<file path="src/rtl/bus_arbiter.sv">
// Two-master, seven-slave memory bus arbiter with address decode and watchdog.
// Handshake: a master raises m_valid[i] with addr/wdata/wstrb stable and holds
// them until it sees a one-cycle m_ready[i] pulse (m_error qualifies it; m_rdata
// is valid in that cycle). The arbiter raises one s_valid bit, holds it with
// s_addr/s_wdata/s_wstrb stable, and the selected slave ends the request with a
// one-cycle s_ready pulse. No further request is taken in the completion cycle.
module bus_arbiter #(
    parameter logic [6:0][31:0] BASE_ADDR = {32'h80000000, 32'h10000000, 32'h02000000,
                                             32'h01000004, 32'h01000000, 32'h00100000,
                                             32'h00000000},
    parameter logic [6:0][31:0] MASK_ADDR = {32'h000FFFFF, 32'h000FFFFF, 32'h0000FFFF,
                                             32'h00000003, 32'h00000003, 32'h000FFFFF,
                                             32'h000000FF},
    parameter int unsigned      TIMEOUT   = 1024
) (
    input  logic             clock,
    input  logic             reset,
    input  logic [1:0]       m_valid,
    input  logic [1:0][31:0] m_addr,
    input  logic [1:0][31:0] m_wdata,
    input  logic [1:0][3:0]  m_wstrb,
    output logic [1:0]       m_ready,
    output logic             m_error,
    output logic [31:0]      m_rdata,
    output logic [6:0]       s_valid,
    output logic [31:0]      s_addr,
    output logic [31:0]      s_wdata,
    output logic [3:0]       s_wstrb,
    input  logic [6:0]       s_ready,
    input  logic [6:0][31:0] s_rdata,
    output logic [1:0]       dbg_state
);

    typedef enum logic [1:0] {
        ST_IDLE = 2'd0,
        ST_BUSY = 2'd1,
        ST_ERR  = 2'd2
    } state_t;

    // Watchdog is at least one bit wide even when disabled.
    localparam int unsigned WD_W = (TIMEOUT > 0) ? $clog2(TIMEOUT + 1) : 1;
    localparam logic [WD_W-1:0] WD_LAST = (TIMEOUT > 0) ? WD_W'(TIMEOUT - 1) : '0;

    state_t          state_q, state_d;
    logic            gnt_q, gnt_d;       // master owning the current transaction
    logic            last_q, last_d;     // master granted most recently
    logic [2:0]      sel_q, sel_d;       // decoded slave index
    logic [6:0]      s_valid_q, s_valid_d;
    logic [31:0]     s_addr_q, s_addr_d;
    logic [31:0]     s_wdata_q, s_wdata_d;
    logic [3:0]      s_wstrb_q, s_wstrb_d;
    logic [WD_W-1:0] wd_q, wd_d;

    logic            arb_gnt;
    logic [31:0]     arb_addr;
    logic            hit_any;
    logic [2:0]      hit_idx;
    logic            slave_done;
    logic            wd_expired;

    // Round-robin pick and address decode; lowest matching slave index wins.
    always_comb begin
        arb_gnt = 1'b0;
        case (m_valid)
            2'b10:   arb_gnt = 1'b1;
            2'b11:   arb_gnt = ~last_q;
            default: arb_gnt = 1'b0;
        endcase
        arb_addr = m_addr[arb_gnt];
        hit_any  = 1'b0;
        hit_idx  = 3'd0;
        for (int i = 6; i >= 0; i--) begin
            if ((arb_addr & ~MASK_ADDR[i]) == BASE_ADDR[i]) begin
                hit_any = 1'b1;
                hit_idx = 3'(i);
            end
        end
    end

    assign slave_done = s_ready[sel_q];
    assign wd_expired = (TIMEOUT != 0) && (wd_q == WD_LAST);

    // State and datapath registers, cleared asynchronously.
    always_ff @(posedge clock or posedge reset) begin
        if (reset) begin
            state_q   <= ST_IDLE;
            gnt_q     <= 1'b0;
            last_q    <= 1'b0;
            sel_q     <= 3'd0;
            s_valid_q <= 7'd0;
            s_addr_q  <= 32'd0;
            s_wdata_q <= 32'd0;
            s_wstrb_q <= 4'd0;
            wd_q      <= '0;
        end else begin
            state_q   <= state_d;
            gnt_q     <= gnt_d;
            last_q    <= last_d;
            sel_q     <= sel_d;
            s_valid_q <= s_valid_d;
            s_addr_q  <= s_addr_d;
            s_wdata_q <= s_wdata_d;
            s_wstrb_q <= s_wstrb_d;
            wd_q      <= wd_d;
        end
    end

    // Next-state logic: grant and latch in IDLE, wait/timeout in BUSY.
    always_comb begin
        state_d   = state_q;
        gnt_d     = gnt_q;
        last_d    = last_q;
        sel_d     = sel_q;
        s_valid_d = s_valid_q;
        s_addr_d  = s_addr_q;
        s_wdata_d = s_wdata_q;
        s_wstrb_d = s_wstrb_q;
        wd_d      = '0;
        case (state_q)
            ST_IDLE: begin
                if (m_valid != 2'b00) begin
                    gnt_d     = arb_gnt;
                    last_d    = arb_gnt;
                    sel_d     = hit_idx;
                    s_addr_d  = arb_addr;
                    s_wdata_d = m_wdata[arb_gnt];
                    s_wstrb_d = m_wstrb[arb_gnt];
                    if (hit_any) begin
                        state_d   = ST_BUSY;
                        s_valid_d = 7'b1 << hit_idx;
                    end else begin
                        state_d   = ST_ERR;
                        s_valid_d = 7'd0;
                    end
                end
            end
            ST_BUSY: begin
                if (slave_done) begin
                    state_d   = ST_IDLE;
                    s_valid_d = 7'd0;
                end else if (wd_expired) begin
                    state_d   = ST_ERR;
                    s_valid_d = 7'd0;
                end else if (TIMEOUT != 0) begin
                    wd_d = wd_q + WD_W'(1);
                end
            end
            default: begin
                state_d   = ST_IDLE;
                s_valid_d = 7'd0;
            end
        endcase
    end

    // Master-side response: combinational completion from BUSY, error from ERR.
    always_comb begin
        m_ready = 2'b00;
        m_error = 1'b0;
        m_rdata = 32'd0;
        case (state_q)
            ST_BUSY: begin
                if (slave_done) begin
                    m_ready[gnt_q] = 1'b1;
                    m_rdata        = s_rdata[sel_q];
                end
            end
            ST_ERR: begin
                m_ready[gnt_q] = 1'b1;
                m_error        = 1'b1;
            end
            default: ;
        endcase
    end

    assign s_valid   = s_valid_q;
    assign s_addr    = s_addr_q;
    assign s_wdata   = s_wdata_q;
    assign s_wstrb   = s_wstrb_q;
    assign dbg_state = state_q;

endmodule

</file>
<file path="config.mk">
export PLATFORM = sky130hd
export DESIGN_NAME = bus_arbiter
export DESIGN_NICKNAME = d
export VERILOG_FILES = /design/src/rtl/bus_arbiter.sv
export SDC_FILE = /design/constraint.sdc
export NUM_CORES = 1
export LEC_CHECK = 0
export BUFFER_PORTS_ARGS = -buffer_cell sky130_fd_sc_hd__buf_2
export CORE_AREA = 10 10 179 181
export CTS_CLUSTER_SIZE = 20
export DETAILED_ROUTE_END_ITERATION = 8
export DIE_AREA = 0 0 189 191
export PLACE_DENSITY = 0.56
export SLEW_MARGIN = 20
export SYNTH_ARGS = -nofsm -noshare
export SYNTH_HDL_FRONTEND = slang
export SYNTH_SLANG_ARGS = --single-unit
</file>
<file path="constraint.sdc">
create_clock -name clock -period 6.3 [get_ports clock]
set_input_delay 0.63 -clock clock [delete_from_list [all_inputs] [get_ports clock]]
set_output_delay 0.63 -clock clock [all_outputs]
set_load 0.02 [all_outputs]
</file>
==> results of run 1 <==
[synth_stat cells (all sizes together) (2+ instances only)]
master | number | area [µm²]
nor2 | 56 | 213
nor4 | 10 | 62.6
o211ai | 2 | 15.0
o31ai | 3 | 22.5
a31oi | 3 | 18.8
clkbuf | 29 | 109
buf | 23 | 158
o21ai | 108 | 548
inv | 6 | 22.5
a221oi | 2 | 23.8
mux4 | 33 | 743
a221o | 32 | 320
a21oi | 6 | 33.8
and3 | 3 | 18.8
xnor2 | 2 | 17.5
and2 | 2 | 12.5
nand3 | 9 | 45.0
nand2 | 85 | 322
o22ai | 2 | 12.5
nor3 | 4 | 20.0
ha | 4 | 50.1
nand4 | 6 | 37.5
nand2b | 5 | 31.3
a22o | 2 | 17.5
and3b | 2 | 17.5
nor2b | 2 | 12.5
mux2 | 36 | 405
xor2 | 6 | 52.6
a32o | 2 | 20.0
mux2i | 67 | 671
dfrtp | 92 | 2300
[metal layers]
layer	routed length, µm	vias to the layer above	part of all wire, %	track usage [%]
li1	-	3338	-	-
met1	12300	3204	37	18.7
met5	34	-	0.10	0
met3	3120	45	9.4	6.12
met2	16700	376	50	30.7
met4	972	4	2.9	6.41
[power by group through the flow]
stage | combinational (mW) | clock [mW] | sequential (mW)
2_1_floorplan | 0.817 | 0 | 1.22
3_3_place_gp | 1.68 | 0 | 0.982
3_5_place_dp | 1.69 | 0 | 0.991
4_1_cts | 1.69 | 0.633 | 0.986
5_1_grt | 1.83 | 0.656 | 1.01
6_report | 1.66 | 0.611 | 0.981
[logic make-up (layout without fill, tap and decap cells)]
| group | count (synthesis) | after routing |
|---|---|---|
| buffers and inverters | 58 | 515 |
| AND/OR/NAND/NOR | 187 | 187 |
| AO/OA/AOI/OAI | 165 | 165 |
| multiplexers | 136 | 136 |
| other | 0 | 7 |
| adder cells (fa/ha/maj) | 4 | 4 |
| flip-flops | 92 | 92 |
| XOR/XNOR | 8 | 8 |
[cells in the final DEF, fill, tap and decap left out, types with 2 or more instances in the layout]
cell type     n
a21oi_1       5
a221o_1      32
a22o_1        2
a31oi_1       3
a32o_1        2
and3_1        3
and3b_1       2
buf_2       482
buf_4        11
bufinv_16     2
clkbuf_16     9
clkinvlp_4    2
dfrtp_1      90
diode_2       7
ha_1          4
inv_1         4
mux2_2       36
mux2i_1      67
mux4_2       33
nand2_1      84
nand2b_1      5
nand3_1       9
nand4_1       6
nor2_1       55
nor3_1        4
nor4_1       10
o211ai_1      2
o21ai_0     104
o21ai_1       2
o22ai_1       2
o31ai_1       3
xnor2_1       2
xor2_1        6
[final timing paths]
path	cells past startpoint	end	startpoint
setup / recovery	10	m_ready[0]	sel_q[0]$_DFFE_PP0P_
hold / removal	2	s_wdata[7]$_DFFE_PP0P_	reset
setup reg to reg	7	dbg_state[1]$_DFFE_PP0P_	sel_q[0]$_DFFE_PP0P_
hold reg to reg	2	s_addr[27]$_DFFE_PP0P_	s_addr[27]$_DFFE_PP0P_
max in group asynchronous	3	sel_q[0]$_DFFE_PP0P_	reset
min in group clock	2	s_addr[27]$_DFFE_PP0P_	s_addr[27]$_DFFE_PP0P_
[layout make-up]
class                   instances  area [µm²]  share of cell area, %
well taps                     384         480                   5.06
diodes                          7        17.5                  0.185
multi-input cells             500        3830                   40.4
clock inverters                 5        83.8                  0.884
repair buffers                493        2490                   26.3
flip-flops and latches         92        2310                   24.3
clock buffers                  11         243                   2.56
inverters                       6        25.0                  0.264
[through the flow]
stage / setup WS, ns / hold slack [ns] / cell area [µm²] / util (%)
global placement: 2.68 / 0.455 / 9140 / 32.1
finish: 2.25 / 0.312 / 9490 / 33.3
floorplan: 3.28 / 0.455 / 6420 / -
CTS: 2.18 / 0.324 / 9470 / 33.3
detailed placement: 2.58 / 0.465 / 9140 / 32.1
global route: 1.93 / 0.346 / 9480 / 33.3
[sequential cells by signal, indices dropped and copies added, names as in the netlist]
signal	flops
s_wdata	32
sel_q	3
wd_q	11
dbg_state	2
s_addr	32
s_valid	7
last_q	1
s_wstrb	4
[worst max-delay path: cells and delay by family, from the launching register on]
| family | cells | cell delay (ns) |
|---|---|---|
| flops | 1 | 0.68 |
| simple gates | 5 | 1.02 |
| buf+inv | 4 | 1.22 |
| compound gates | 1 | 0.12 |
==> flow_summary_export.csv, run 1 <==
group,metric,value,unit
outcome,status,"finished, final reports clean",
synthesis,ys.flop_type,"dfrtp_1",
power_and_ir_drop,vdd_drop_max,0.209,mV
floorplan,ios,483,
global_routing,overflow,0,
power_and_ir_drop,switching_power,1.42,mW
detailed_routing,routed-via-count,6967,
power_and_ir_drop,seqPwrFrac,30.1,%
detailed_routing,drt-wirelength-per-cell,22.1,µm
synthesis,synthMuxAreaShare,28.4,%
detailed_routing,route.detailed.drc,0,
detailed_routing,antenna_left,0,
global_routing,grtUsageTotal,17.4,%
synthesis,synthSimpleGateAreaFrac,12.7,%
worst_hold_path,min_path_type,"in2async",
cts,post_cts_resized,0,
timing,setup_viol,0,
critical_path,cp_cell_sequence,"buf_4 -> nor2b_2 -> buf_4 -> a221oi_2 -> or2_1 -> nand2b_1 -> buf_4 -> nand2b_1 -> and3b_1 -> buf_2",
layout,num-fill-cells,3026,
critical_path,cp.arrival,3.42,ns
global_routing,grt_pass1_wl,47700,µm
cts,numCtsBuffers,9,
power_and_ir_drop,powerDensity,343,nW/µm²
critical_path,critPathMostFrequentCell,"buf_4",
detailed_routing,detail_route.vias_per_cell,4.65,
power_and_ir_drop,power,3.25,mW
global_routing,antenna_found_initial,12,
synthesis,syn_nets,1025,
floorplan,fp.dieW,189,µm
power_and_ir_drop,swShare,43.7,%
timing,clock_skew,0.00683,ns
place,routabilityCongestion,0.918,
layout,final_nets,1477,
synthesis,synth_top_family_by_area,"multiplexers",
cts,h-tree-depth,3,
cts,cts-root-buf,"clkbuf_16",
synthesis,postSynth.asyncResetShare,100,%
cts,clock_latency,0.35,ns
critical_path,rrSetupSlack,3.31,ns
layout,drive_gt1_share,53.1,%
critical_path,worst_path_largest_cell_delay,0.68,ns
synthesis,synth_compound_area_share,16.7,%
floorplan,start_util,22.5,%
place,dp.cells,1475,
floorplan,die-area,36100,µm²
synthesis,syn_avg_cell_area,9.87,µm²
detailed_routing,dr.first_iter.drc_count,268,
cts,hold_buffers,0,
critical_path,worst-path-max-fanout,33,
synthesis,synth-edff-count,0,
critical_path,critPathKind,"reg2out",
timing,rsz0062_at_grt,"no",
power_and_ir_drop,p_leak,4.66,nW
timing,fin_crit_sh,64.2,%
critical_path,crit_path_start_kind,"flip-flop",
cts,cts_tree,"done",
floorplan,rows,62,
synthesis,synth-xor-area-share,1.09,%
cts,clk_path_buf_depth,2,
detailed_routing,detail_route.wirelength,33200,µm
synthesis,ys_ff_latch,92,
layout,finalNonFillerCells,1498,
timing,fmax,247,MHz
synthesis,synthCells,650,
floorplan,fp.coreArea,28500,µm²
layout,area_growth,47.9,%
critical_path,worst_path_max_delay_cell,"dfrtp_2",
synthesis,synthAdderAreaFrac,0.780,%
global_routing,grt_pass1_vias,7470,
synthesis,synth_area,6420,µm²
cts,numClockSinks,92,
timing,min_period,4.05,ns
detailed_routing,drtPass1Iterations,4,
timing,maxSlewViolCount,0,
timing,worstMarginPinSlew,0.956,ns
timing,finalHoldViolCount,0,
power_and_ir_drop,combPwrFrac,51.1,%
place,numPortBuffers,482,
synthesis,ys_types,47,
timing,slew_headroom,35.8,%
synthesis,ys_warn_count,0,
power_and_ir_drop,p_clk_share,18.8,%
floorplan,die_h,191,µm
cts,post_cts_buffers,0,
place,dp_hpwl,28500,µm
timing,fin_tns_setup,0,ns
critical_path,cp-end-kind,"output port",
job,drv_cap,0,
synthesis,synth-seq-area-share,35.9,%
global_routing,grt_max_degree,103,
cts,path_clk_slew,0.07,ns
power_and_ir_drop,internal_power,1.83,mW
critical_path,cp.required,5.67,ns
No activity file was read; power rests on OpenSTA's default activity.
==> run 2, diff against run 1 <==
CORE_AREA = 10 10 178 180   (was 10 10 179 181)
DIE_AREA = 0 0 188 190   (was 0 0 189 191)
PLACE_DENSITY = 0.59   (was 0.56)
clock period = 3.33 ns   (was 6.3 ns; I/O delays follow)
==> run 2 against run 1 <==
  * Worst hold slack got worse by 0.27 ns
  * Largest cell class unchanged
  * Die area shrank 1.0%
  * Critical path type unchanged
  * Sequential power is 83% higher
  * Flip-flop and latch count is the same
  * Non-clock buffer count up 8
  * Sequential share of layout area decreased by 0.18 points
==> flow_summary_export.csv, run 2 (synthesized netlist as in run 1, its figures left out) <==
group,metric,value,unit
cts,path_clk_slew,0.07,ns
layout,post-route-util,33.8,%
power_and_ir_drop,vdd_drop_max,0.334,mV
place,numPortBuffers,482,
timing,rsz0062_at_grt,"no",
timing,fmax,346,MHz
layout,finalInstanceArea,9550,µm²
detailed_routing,dr.first_iter.drc_count,276,
timing,fin_crit_sh,86.7,%
global_routing,overflow,0,
layout,final_cell_mix,"buf_2 (482), o21ai_0 (104), dfrtp_1 (90)",
critical_path,cp.arrival,2.55,ns
layout,area_growth,48.8,%
global_routing,grt_max_degree,65,
timing,clock_skew,0.0110,ns
place,dpl-instance-area,9210,µm²
detailed_routing,detail_route.vias_per_cell,4.68,
critical_path,crit_path_start_kind,"flip-flop",
timing,slew_headroom,54.9,%
critical_path,rrSetupSlack,0.86,ns
worst_hold_path,min_path_type,"in2async",
layout,layout_commonest_cell,"buf_2",
global_routing,grtUsageTotal,16.7,%
floorplan,ios,483,
layout,final_nets,1485,
cts,cts-root-buf,"clkbuf_16",
detailed_routing,drt-wirelength-per-cell,21.0,µm
cts,post_cts_resized,0,
layout,num-fill-cells,3037,
critical_path,critPathKind,"reg2out",
place,dp_hpwl,27600,µm
timing,setup_viol,0,
global_routing,grt_pass1_wl,46200,µm
timing,worstMarginPinSlew,0.674,ns
detailed_routing,route.detailed.drc,0,
detailed_routing,routed-via-count,7057,
cts,post_cts_buffers,0,
critical_path,cp.required,3.00,ns
critical_path,cp-end-kind,"output port",
cts,numClockSinks,92,
floorplan,fp.dieW,188,µm
critical_path,r2r_end,"s_valid[5]$_DFFE_PP0P_",
job,drv_cap,0,
cts,numCtsBuffers,9,
cts,clock_latency,0.35,ns
critical_path,worstRegToRegCells,6,
global_routing,grt_pass1_vias,7492,
floorplan,rows,62,
floorplan,die-area,35700,µm²
cts,hold_buffers,0,
detailed_routing,drtPass1Iterations,4,
timing,fin_tns_setup,0,ns
floorplan,fp.coreArea,28200,µm²
detailed_routing,antenna_left,0,
layout,drive_gt1_share,53.5,%
cts,cts_tree,"done",
power_and_ir_drop,power,6.08,mW
cts,h-tree-depth,3,
place,routabilityCongestion,0.853,
detailed_routing,detail_route.wirelength,31700,µm
floorplan,die_h,190,µm
timing,min_period,2.89,ns
floorplan,start_util,22.7,%
outcome,status,"finished, final reports clean",
cts,clk_path_buf_depth,2,
critical_path,rr_startpoint,"last_q$_DFFE_PP0P_",
critical_path,worst-path-max-fanout,32,
power_and_ir_drop,p_leak,4.70,nW
timing,finalHoldViolCount,0,
global_routing,antenna_found_initial,13,
power_and_ir_drop,powerDensity,637,nW/µm²
timing,maxSlewViolCount,0,
timing,whs,0.0410,ns
-- run 2: cell types whose count changed in the layout (fill, tap and decap cells not counted), sizes merged --
cell,previous run,this run
bufinv,2,1
inv,6,9
clkinvlp,2,1
buf,493,501
clkbuf,11,10
diode,7,10
-- run 2: worst max-delay path, cell delays in order (launching register included) --
cell and delay [ns]:
dfrtp_2 0.41, mux2_2 0.35, a221oi_2 0.32, or2_1 0.29, nand2b_1 0.16, buf_4 0.37
nor2_1 0.12, buf_2 0.18
-- run 2: worst max-delay path by stage --
stage	to	start
final	m_rdata[2]	sel_q[1]$_DFFE_PP0P_
after global routing	m_rdata[2]	sel_q[1]$_DFFE_PP0P_
after CTS	m_rdata[6]	sel_q[1]$_DFFE_PP0P_
after detailed placement	s_valid[5]$_DFFE_PP0P_	m_valid[1]
after global placement	s_valid[5]$_DFFE_PP0P_	m_valid[1]
after floorplan	dbg_state[0]$_DFFE_PP0P_	reset
-- run 2: through the flow --
step	std cells	setup WS, ns
3_3_place_gp	1483	0.851
4_1_cts	1499	0.420
3_5_place_dp	1483	0.781
6_report	1509	0.443
2_1_floorplan	650	0.605
5_1_grt	1506	0.253
-- run 2: cell type report --
class                   count  area (µm²)  share of cell area, %
multi-input cells         500        3830                   40.2
repair buffers            501        2570                   26.9
flip-flops and latches     92        2300                   24.1
well taps                 384         480                   5.03
clock buffers              10         239                   2.50
clock inverters             6        68.8                  0.721
inverters                   6        25.0                  0.262
diodes                     10        25.0                  0.262
-- run 2: per-layer routing --
metal | track usage, % | share of wire [%]
met3 | 6.21 | 9.2
met1 | 18.0 | 38
met4 | 6.15 | 2.6
met2 | 29.3 | 50
met5 | 0 | 0.069
-- run 2: report_power, final --
part           internal (mW)  total, mW  switching [mW]
Clock                  0.610       1.08           0.471
Combinational           1.25       3.21            1.96
Sequential              1.55       1.80           0.247
Total                   3.41       6.08            2.67
==> run 3, diff against run 2 <==
PLACE_DENSITY = 0.62   (was 0.59)
==> run 3 against run 2 <==
  * Worst hold slack got worse by 0.019 ns
  * Core utilization is essentially flat
  * Sequential power is essentially flat
  * Design area about the same
  * Flip-flop and latch count stayed put
  * Maximum frequency is 2.3% lower
  * Final cell count shrank 0.20%
==> flow_summary_export.csv, run 3 (synthesized netlist as in run 1, its figures left out) <==
group,metric,value,unit
critical_path,cp-end-kind,"output port",
detailed_routing,routed-via-count,7090,
floorplan,start_util,22.7,%
cts,numCtsBuffers,9,
power_and_ir_drop,swShare,43.8,%
critical_path,cp.arrival,2.62,ns
place,dp.cells,1483,
outcome,status,"finished, final reports clean",
cts,path_clk_slew,0.06,ns
power_and_ir_drop,vdd_drop_max,0.353,mV
detailed_routing,detail_route.vias_per_cell,4.71,
layout,layout_commonest_cell,"buf_2",
cts,numClockSinks,92,
timing,fmax,338,MHz
timing,clock_skew,0.0106,ns
timing,worstMarginPinSlew,0.633,ns
place,post-place-ws,0.700,ns
detailed_routing,antenna_left,0,
place,dp_hpwl,28000,µm
power_and_ir_drop,switching_power,2.67,mW
power_and_ir_drop,p_clk_share,17.3,%
detailed_routing,detail_route.wirelength,32400,µm
global_routing,grt_max_degree,120,
layout,final_cell_mix,"buf_2 (482), o21ai_0 (104), dfrtp_1 (90)",
layout,area_growth,48.7,%
detailed_routing,dr.first_iter.drc_count,351,
layout,final_nets,1485,
layout,drive_gt1_share,53.3,%
global_routing,grt_pass1_vias,7616,
detailed_routing,drt-wirelength-per-cell,21.5,µm
worst_hold_path,min_path_type,"in2async",
critical_path,crit_path_start_kind,"flip-flop",
cts,clock_latency,0.35,ns
power_and_ir_drop,powerDensity,639,nW/µm²
floorplan,die_h,190,µm
timing,fin_ws,0.375,ns
cts,hold_buffers,0,
detailed_routing,drtPass1Iterations,5,
critical_path,critPathKind,"reg2out",
global_routing,antenna_found_initial,14,
timing,slew_headroom,57.7,%
cts,post_cts_resized,0,
timing,fin_crit_sh,88.7,%
timing,min_period,2.95,ns
floorplan,fp.coreArea,28200,µm²
cts,post_cts_buffers,0,
timing,finalHoldViolCount,0,
layout,post-route-util,33.8,%
cts,clk_path_buf_depth,2,
power_and_ir_drop,p_leak,4.70,nW
floorplan,die-area,35700,µm²
cts,cts_tree,"done",
place,routabilityCongestion,0.913,
timing,setup_viol,0,
detailed_routing,route.detailed.drc,0,
global_routing,grtUsageTotal,17.1,%
timing,fin_tns_setup,0,ns
cts,cts-root-buf,"clkbuf_16",
power_and_ir_drop,seqPwrFrac,29.8,%
job,drv_cap,0,
power_and_ir_drop,combPwrFrac,53.0,%
critical_path,worst-path-max-fanout,21,
layout,finalNonFillerCells,1506,
timing,maxSlewViolCount,0,
place,numPortBuffers,482,
floorplan,rows,62,
global_routing,grt_pass1_wl,47200,µm
global_routing,overflow,0,
critical_path,cp.required,3.00,ns
floorplan,ios,483,
cts,h-tree-depth,3,
power_and_ir_drop,internal_power,3.43,mW
timing,rsz0062_at_grt,"no",
floorplan,fp.dieW,188,µm
run 3: changes by cell type in the layout (fill, tap and decap cells not counted):
cell,before,now
inv_6,3,0
clkbuf_1,0,2
diode_2,10,8
buf_12,1,2
buf_4,18,17
clkbuf_8,1,2
clkinvlp_4,1,0
run 3: per-layer routing:
| metal | vias to the layer above | routed length, µm | track usage, % |
|---|---|---|---|
| met2 | 381 | 16800 | 30.8 |
| met5 | - | 40 | 0 |
| met3 | 46 | 3040 | 6.46 |
| li1 | 3346 | - | - |
| met4 | 6 | 712 | 6.09 |
| met1 | 3311 | 11900 | 17.7 |
run 3: metrics by stage:
step                      hold WS (ns)  total power [mW]  area (µm²)
after global placement           0.407              5.08        9230
after CTS                       0.0223              6.20        9520
after floorplan                  0.437              3.85        6420
after global routing            0.0436              6.54        9540
final                           0.0216              6.09        9540
after detailed placement         0.412              5.12        9230
run 3: path summary, 6_finish.rpt:
path | endpoint | cells past startpoint | slack [ns] | from
min reg2reg | s_addr[13]$_DFFE_PP0P_ | 2 | 0.47 | s_addr[13]$_DFFE_PP0P_
max reg2reg | dbg_state[1]$_DFFE_PP0P_ | 7 | 0.82 | last_q$_DFFE_PP0P_
max | m_rdata[16] | 8 | 0.38 | sel_q[1]$_DFFE_PP0P_
min | s_wstrb[3]$_DFFE_PP0P_ | 2 | 0.02 | reset
min in group clock | s_wstrb[2]$_DFFE_PP0P_ | 3 | 0.27 | m_wstrb[2]
max in group asynchronous | s_wdata[15]$_DFFE_PP0P_ | 3 | 2.50 | reset
run 3: cell type report:
type / count / area, µm²
fill: 3026 / 18700
multi-input combinational: 500 / 3830
timing repair buffer: 501 / 2580
sequential: 92 / 2300
tap: 384 / 480
clock buffer: 13 / 260
clock inverter: 2 / 35.0
inverter: 6 / 25.0
antenna: 8 / 20.0
run 3: power by group through the flow:
stage	Combinational, mW	Clock (mW)	Sequential (mW)
2_1_floorplan	1.55	0	2.30
3_5_place_dp	3.29	0	1.83
6_report	3.23	1.05	1.82
5_1_grt	3.52	1.13	1.89
4_1_cts	3.28	1.09	1.83
3_3_place_gp	3.26	0	1.81
run 3: critical path: stages, from the launching register on:
cell      delay (ns)
dfrtp_2         0.44
buf_4           0.32
mux4_2          0.36
nor2_2          0.12
or2_1           0.25
nand2b_1        0.26
buf_4           0.28
nor2_1          0.08
buf_2           0.16
